**src/rtl/demux_1_2_buffered.sv**
```systemverilog
`default_nettype none
// ============================================================================
// Module   : demux_1_2_buffered
// Purpose  : Receive side of a 2:1 mux path. One WIDTH-bit input stream with a
//            per-word select is steered into two output channels. Each channel
//            has its own DEPTH-entry FIFO and a valid/ready handshake. With
//            STRICT=1, a sticky error flag reports any break in the 0,1,0,1
//            select alternation.
// Ports    : clk         rising-edge clock
//            rst         asynchronous reset, active high
//            in_data     input word
//            in_sel      target channel (0 -> out0, 1 -> out1)
//            in_valid    input word present
//            in_ready    input accepted when in_valid & in_ready
//            out0_data   channel 0 head-of-FIFO word (holds last word when empty)
//            out0_valid  channel 0 FIFO non-empty
//            out0_ready  channel 0 consumer pops when out0_valid & out0_ready
//            out1_data   channel 1 head-of-FIFO word (holds last word when empty)
//            out1_valid  channel 1 FIFO non-empty
//            out1_ready  channel 1 consumer pops when out1_valid & out1_ready
//            seq_err     sticky select-alternation violation flag
// Revision : 1.0 - initial release
// ============================================================================
module demux_1_2_buffered #(
  parameter int WIDTH  = 2,
  parameter int DEPTH  = 2,
  parameter bit STRICT = 1'b1
) (
  input  logic             clk,
  input  logic             rst,
  input  logic [WIDTH-1:0] in_data,
  input  logic             in_sel,
  input  logic             in_valid,
  output logic             in_ready,
  output logic [WIDTH-1:0] out0_data,
  output logic             out0_valid,
  input  logic             out0_ready,
  output logic [WIDTH-1:0] out1_data,
  output logic             out1_valid,
  input  logic             out1_ready,
  output logic             seq_err
);

  localparam int AW = $clog2(DEPTH);
  localparam int PW = AW + 1;

  typedef enum logic [0:0] {
    EXP0 = 1'b0,
    EXP1 = 1'b1
  } chk_state_t;

  logic [1:0]       full;
  logic [1:0]       empty;
  logic [1:0]       push;
  logic [1:0]       pop;
  logic [1:0]       ready_ch;
  logic [WIDTH-1:0] head [2];
  logic             accept;
  chk_state_t       state;

  assign ready_ch = {out1_ready, out0_ready};
  // Ready depends only on the fullness of the addressed channel; a full
  // channel never blocks words destined for the other one.
  assign in_ready = ~rst & ~full[in_sel];
  assign accept   = in_valid & in_ready;

  generate
    for (genvar ch = 0; ch < 2; ch++) begin : g_ch
      logic [WIDTH-1:0] mem [DEPTH];
      logic [PW-1:0]    wr_ptr;
      logic [PW-1:0]    rd_ptr;
      logic [WIDTH-1:0] last;

      // Extra pointer MSB distinguishes full from empty when indices match.
      assign full[ch]  = (wr_ptr[AW] != rd_ptr[AW]) &&
                         (wr_ptr[AW-1:0] == rd_ptr[AW-1:0]);
      assign empty[ch] = (wr_ptr == rd_ptr);
      assign push[ch]  = accept && (in_sel == 1'(ch));
      assign pop[ch]   = ~empty[ch] & ready_ch[ch];
      // When empty, keep presenting the most recently shown word.
      assign head[ch]  = empty[ch] ? last : mem[rd_ptr[AW-1:0]];

      always_ff @(posedge clk or posedge rst) begin
        if (rst) begin
          wr_ptr <= '0;
          rd_ptr <= '0;
          last   <= '0;
        end else begin
          if (push[ch]) wr_ptr <= wr_ptr + 1'b1;
          if (pop[ch])  rd_ptr <= rd_ptr + 1'b1;
          if (!empty[ch]) last <= mem[rd_ptr[AW-1:0]];
        end
      end

      // Storage needs no reset: it is only observed while the FIFO is non-empty.
      always_ff @(posedge clk) begin
        if (push[ch]) mem[wr_ptr[AW-1:0]] <= in_data;
      end
    end
  endgenerate

  assign out0_data  = head[0];
  assign out0_valid = ~empty[0];
  assign out1_data  = head[1];
  assign out1_valid = ~empty[1];

  // Alternation checker. After any accepted word the next expected select is
  // the inverse of that word's select, which also resyncs after an error.
  always_ff @(posedge clk or posedge rst) begin
    if (rst) begin
      state   <= EXP0;
      seq_err <= 1'b0;
    end else if (STRICT && accept) begin
      if (in_sel != logic'(state)) seq_err <= 1'b1;
      state <= in_sel ? EXP0 : EXP1;
    end
  end

endmodule
`default_nettype wire
```
**config.mk**
```make
export PLATFORM = sky130hd
export DESIGN_NAME = demux_1_2_buffered
export DESIGN_NICKNAME = d
export VERILOG_FILES = /design/src/rtl/demux_1_2_buffered.sv
export SDC_FILE = /design/constraint.sdc
export NUM_CORES = 1
export LEC_CHECK = 0
export ABC_AREA = 1
export CORE_MARGIN = 5
export CORE_UTILIZATION = 54
export CTS_BUF_LIST = sky130_fd_sc_hd__clkbuf_8
export CTS_CLUSTER_DIAMETER = 50
export DETAILED_ROUTE_END_ITERATION = 16
export HOLD_SLACK_MARGIN = 0.08
export PLACE_DENSITY = 0.88
export SLEW_MARGIN = 20
export SYNTH_ARGS = -nofsm -noshare
export SYNTH_HDL_FRONTEND = slang
export SYNTH_SLANG_ARGS = --single-unit
```
**constraint.sdc**
```tcl
create_clock -name clk -period 1.8 [get_ports clk]
set_input_delay 0.54 -clock clk [delete_from_list [all_inputs] [get_ports clk]]
set_output_delay 0.54 -clock clk [all_outputs]
set_load 0.05 [all_outputs]
```
==> results of run 1 <==
## synthesized netlist by cell type
library cell / n / share of area
nor2_4: 1 / 0.011
nand3_2: 1 / 0.0097
nand3_1: 3 / 0.014
a31oi_1: 4 / 0.024
xor2_1: 4 / 0.034
o21ai_1: 1 / 0.0048
dfrtp_1: 14 / 0.34
nor2_2: 2 / 0.012
o21bai_2: 1 / 0.011
xnor2_1: 4 / 0.034
nand4_1: 5 / 0.030
nand2_2: 6 / 0.036
edfxtp_1: 8 / 0.23
inv_1: 10 / 0.036
nand2_4: 1 / 0.011
nor2_1: 11 / 0.040
a21oi_1: 2 / 0.0097
buf_2: 1 / 0.0048
nand2_1: 29 / 0.10
inv_2: 1 / 0.0036
## kinds of logic (layout without fill, tap and decap cells)
kind of cell,after synthesis,after routing,share of synthesized area
and+or+nand+nor,59,59,0.2690
DFF,22,22,0.5694
xor gates and xnor gates,8,8,0.06754
buffers and inverters,12,58,0.04463
AOI/OAI and AO/OA,8,8,0.04945
## final cells by class
cell class	instances	area, um^2
repair buffers	43	441.7
clock buffers	3	41.29
well taps	25	31.28
fillers	41	98.84
clock inverters	1	3.754
flip-flops and latches	22	594.3
multi-input cells	75	524.3
inverters	11	47.55
## flip-flops by register name (all words and copies together) (netlist names)
signal / count
seq_err: 1
state: 1
g_ch.mem: 8
g_ch.rd_ptr: 4
g_ch.wr_ptr: 4
g_ch.last: 4
## worst max-delay path: stages, from the launching register on
cell and delay (ns):
dfrtp_2 0.46, inv_2 0.09, nand2_1 0.08, nand2_2 0.11, inv_4 0.06, nand2_8 0.10
nor2_4 0.04, a31oi_4 0.18, buf_12 0.16
## metrics by stage
stage | worst slack [ns] | cell area, um^2 | std cells
detailed placement | -0.3372 | 1521 | 164
CTS | -0.2126 | 1619 | 174
floorplan | -0.03474 | 1145 | 109
global placement | -0.2818 | 1521 | 164
global route | -0.3257 | 1684 | 180
finish | -0.2763 | 1684 | 180
## worst paths after layout
kind                                   startpoint                end  slack (ns)  cells after the start
max in group asynchronous                     rst  g_ch[1].rd_ptr[1]        0.96                      4
worst min register to register              state              state        0.52                      2
worst max register to register  g_ch[0].rd_ptr[0]  g_ch[1].mem[0][0]       -0.02                      9
min in group asynchronous                     rst    g_ch[0].last[0]        0.64                      4
worst max-delay path            g_ch[1].rd_ptr[1]       out1_data[0]       -0.28                      8
worst min-delay path                        state              state        0.52                      2
## layer usage
layer  vias to the layer above  global-route usage  part of all wire
met5                         -                   0                 0
met1                       503              0.2714              0.34
met4                         0              0.1617             0.050
met2                        98              0.4597              0.52
met3                        21             0.03047             0.085
li1                        445                   -                 -
## repair_timing
item,4_1_cts,5_1_grt
endpoints found under the setup margin,13,9
setup buffers,6,6
resized for setup,8,11
pin swaps,6,6
==> out/results.ini, run 1 <==
[sta]
setup_ws_ns=-0.2763
slew_headroom=0.8305
timing.fmax_ghz=0.4816
drv_slew=0
setup_tns_ns=-1.576
tightest_slew_ns=0.2531
hold_viol_final=0
skew_ns=0.01034
setup_violations=9
timing.hold.ws_ns=0.5250
fin_crit_sh=1.153
min_period_ns=2.076
rsz0062_at_grt=true

[final_layout]
final_common_cell=buf_4
drive_above_1_share=0.4903
finalCoreUtilization=0.9446
nets=164
area_delta_synth_final_pct=62.36
final_cell_mix=buf_4 (27), nand2_1 (25), dfrtp_1 (11)
antenna_cells=0

[floorplan]
coreArea_mm2=0.001783
rows=15
die_x_um=53.83
ios=16
die_h_um=53.83
die_area_mm2=0.002897
floorplan.initialDensity=0.5818

[drt]
drt-pass1-iter-count=4
via_per_inst=5.928
initialDrtViolationCount=51
vias=1067
wl_um=3753
drc=0
ant_nets=0
wire_per_inst_um=20.85

[grt]
antenna_found_initial=0
track_usage=0.2524
gr-total-overflow=0
grt_max_degree=15
grt_pass1_wl_um=5030
grt_pass1_vias=1057

[worst_hold_path]
hold_path.class=flop to flop

[critical_path]
cp-start-kind=flop
cp_max_fo=5
cp-end-kind=output port
crit_type=flop to output port
cp.arrival_ns=1.54
critPathRequiredTime_ns=1.26

[clocking]
cts_sinks=22
clk_latency_ns=0.26
cts_tree=built
clk_pin_slew_ns=0.07
cts_root_buf=clkbuf_8
cts_buffers=3
cts-htree-levels=1
hold_buffers=0
cts.path.max_buffers=2

[logic_synthesis]
synth_nets=117
synth_area_mm2=0.001037
synthCells=109
syn_area_per_cell_um2=9.516
synthDistinctLibCells=20
synth_seq_area_share=0.5694
yosysWarnings=0
synth-seq-cells=22

[placed_design]
place.gp.congestion=0.8365
dpl.hpwl_um=1924
port_buffers=15

[status]
status=finished with violations
violations=negative setup slack

[job]
maxCapViolCount=0

Power of run 1 is left out: the tool's default activity adds up to more than one toggle a clock period on the data nets, which glitch-free logic cannot reach.
==> run 2: changes to the inputs <==
--- a/config.mk
+++ b/config.mk
@@ -11,6 +11,7 @@
 export CTS_BUF_LIST = sky130_fd_sc_hd__clkbuf_8
 export CTS_CLUSTER_DIAMETER = 50
 export DETAILED_ROUTE_END_ITERATION = 16
+export GPL_ROUTABILITY_DRIVEN = 0
 export HOLD_SLACK_MARGIN = 0.08
 export PLACE_DENSITY = 0.88
 export SLEW_MARGIN = 20
==> results of run 2 <==
No change in the layout: final DEF, timing and power equal those of run 1.
Power of run 2 is left out for the same reason.
==> run 3: changes to the inputs <==
--- a/config.mk
+++ b/config.mk
@@ -6,7 +6,6 @@
 export NUM_CORES = 1
 export LEC_CHECK = 0
 export ABC_AREA = 1
-export CORE_MARGIN = 5
 export CORE_UTILIZATION = 54
 export CTS_BUF_LIST = sky130_fd_sc_hd__clkbuf_8
 export CTS_CLUSTER_DIAMETER = 50
==> run 3 against run 2 <==
Effect of this change: the run now fails in global routing (5_1_grt); synthesized cell count unchanged; area after synthesis unchanged.
==> out/results.ini, run 3 <==
[grt]
grt_max_degree=15

[floorplan]
rows=15
die_h_um=45.83
floorplan.initialDensity=0.5879
die_x_um=45.83
ios=16

[clocking]
cts_buffers=3
cts-htree-levels=1
cts_sinks=22
cts.path.max_buffers=2
hold_buffers=0
cts_root_buf=clkbuf_8

[logic_synthesis]
synth_seq_area_share=0.5694
synth-seq-cells=22
syn_area_per_cell_um2=9.516
synthTopCellsByArea=dfrtp_1 (34%), edfxtp_1 (23%), nand2_1 (10%)
synthTopCellsByCount=nand2_1 (29), dfrtp_1 (14), nor2_1 (11)
synth_most_common_cell=nand2_1
synth_nets=117
synth_edf_count=8
yosysWarnings=0
synthArstFlopShare=0.6364
synthDistinctLibCells=20
synthCells=109
yosysTopAreaCell=dfrtp_1
synth_top_flop_cell=dfrtp_1
synth_top_area_share=0.3378
synth_area_mm2=0.001037

[status]
status=aborted with a tool error
stop_stage=global routing (5_1_grt)
firstError=[ERROR DPL-0038] Utilization greater than 100%, impossible to legalize

[placed_design]
place_ws_ns=-0.2970
placed_area_mm2=0.001509
dpl.hpwl_um=1813
port_buffers=15

run 3: cell counts after synthesis:
No cell type changed its count.
run 3: logic make-up after synthesis:
family,synth area share
compound gates,0.04945
buf+inv,0.04463
xor+xnor,0.06754
flops,0.5694
simple gates,0.2690
run 3: timing repair:
item	in CTS
endpoints found under the setup margin	11
buffers inserted	15
gates resized for setup	12
pin swaps	6
run 3: metrics by stage:
stage	instances	setup TNS, ns	hold WS, ns	util
after floorplan	109	-0.06948	0.3669	-
after global placement	164	-2.282	0.4611	0.8553
after detailed placement	164	-2.863	0.4781	0.8553
after CTS	183	-1.900	0.4987	0.9723
==> run 4: changes to the inputs <==
==> config.mk (replaced) <==
export PLATFORM = sky130hd
export DESIGN_NAME = demux_1_2_buffered
export DESIGN_NICKNAME = d
export VERILOG_FILES = /design/src/rtl/demux_1_2_buffered.sv
export SDC_FILE = /design/constraint.sdc
export NUM_CORES = 1
export LEC_CHECK = 0
export ABC_AREA = 1
export CORE_AREA = 2 2 63 65
export DETAILED_ROUTE_END_ITERATION = 16
export DIE_AREA = 0 0 65 67
export GPL_ROUTABILITY_DRIVEN = 0
export PLACE_DENSITY_LB_ADDON = 0.15
export SLEW_MARGIN = 20
export SYNTH_ARGS = -nofsm -noshare
export SYNTH_HDL_FRONTEND = slang
export SYNTH_SLANG_ARGS = --single-unit
==> run 4 against run 3 <==
Effect of this change: the flow now finishes, with violations (negative setup slack).
==> out/results.ini, run 4 (synthesis results as in run 1) <==
[final_layout]
nets=174
area_delta_synth_final_pct=76.48
fin_cells=213
antenna_cells=0
final_cell_mix=buf_4 (34), nand2_1 (26), dfrtp_1 (12), edfxtp_1 (8), buf_12 (8)
largest_reg_flops=8
final_common_cell=buf_4
drive_above_1_share=0.5273

[clocking]
cts.path.max_buffers=2
clk_latency_ns=0.26
cts_root_buf=clkbuf_8
clk_pin_slew_ns=0.08
cts_sinks=22
cts_tree=built
cts_buffers=3
cts-htree-levels=1

[sta]
slew_headroom=0.8147
setup_ws_ns=-0.2232
hold_viol_final=0
setup_violations=7
skew_ns=0.008630
timing.hold.ws_ns=0.5081
rsz0062_at_grt=true
tightest_slew_ns=0.2770
min_period_ns=2.023
timing.fmax_ghz=0.4943
fin_crit_sh=1.124
setup_tns_ns=-1.259
drv_slew=0

[worst_hold_path]
hold_path.class=flop to flop

[grt]
gr-total-overflow=0
antenna_found_initial=0
grt_pass1_wl_um=4519
grt_pass1_vias=1043
track_usage=0.1378
grt_max_degree=15

[critical_path]
cp_slowest_cell=dfrtp_2
cp-end-kind=output port
slowest_delay_ns=0.44
crit_chain=buf_6 -> nand2_4 -> nand2_4 -> buf_6 -> nand3_2 -> nand2_2 -> nor2_4 -> buf_12
critPathRequiredTime_ns=1.26
crit_type=flop to output port
cp-start-kind=flop
cp.arrival_ns=1.48
cp_max_fo=3

[job]
maxCapViolCount=0

[floorplan]
ios=16
die_h_um=67
die_x_um=65
coreArea_mm2=0.003606
die_area_mm2=0.004355
floorplan.initialDensity=0.2876
rows=22

[drt]
ant_nets=0
vias=951
wire_per_inst_um=12.23
via_per_inst=4.465
drt-pass1-iter-count=3
drc=0
wl_um=2606
initialDrtViolationCount=16

[placed_design]
dpl.hpwl_um=1793
placedCellCount=192
port_buffers=15
place_ws_ns=-0.3321

[status]
violations=negative setup slack
status=finished with violations

==> run 4: final cells by class <==
cell class,count,area (um^2)
clock buffer,4,55.05
fill,330,1775
inverter,11,45.04
multi-input combinational,75,549.3
sequential,22,593.1
tap,48,60.06
timing repair buffer,53,528.0
==> run 4: worst max-delay path, delay by kind of cell, from the launching register on <==
family | cells | cell delay [ns]
and+or+nand+nor | 5 | 0.38
buffers and inverters | 3 | 0.39
DFF | 1 | 0.44
==> run 4: metal layers <==
| metal | GRT usage | share of wire |
|---|---|---|
| met5 | 0 | 0 |
| met4 | 0.05851 | 0.024 |
| met3 | 0.03041 | 0.029 |
| met2 | 0.2436 | 0.51 |
| met1 | 0.1602 | 0.43 |
==> run 4: final timing paths <==
path	endpoint	from	cells past startpoint	slack, ns
worst max-delay path	in_ready	g_ch[1].rd_ptr[1]	8	-0.22
worst min-delay path	state	state	2	0.51
worst max register to register	g_ch[1].mem[0][0]	g_ch[1].rd_ptr[1]	11	0.02
worst min register to register	state	state	2	0.51
max in group asynchronous	g_ch[1].rd_ptr[0]	rst	4	0.96
min in group asynchronous	g_ch[1].wr_ptr[0]	rst	4	0.63
==> run 4: metrics by stage <==
stage	utilization	cell area, um^2
4_1_cts	0.4906	1769
2_1_floorplan	-	1145
5_1_grt	0.5076	1831
6_report	0.5076	1831
3_5_place_dp	0.4403	1588
3_3_place_gp	0.4403	1588
==> run 4: repair_timing <==
item / 4_1_cts / 5_1_grt
hold buffers: 0 / 0
gates resized for setup: 7 / 17
buffers inserted: 15 / 7
gates cloned: 0 / 0
endpoints found under the setup margin: 7 / 15
pin swaps: 7 / 10
Power of run 4 is left out for the same reason.
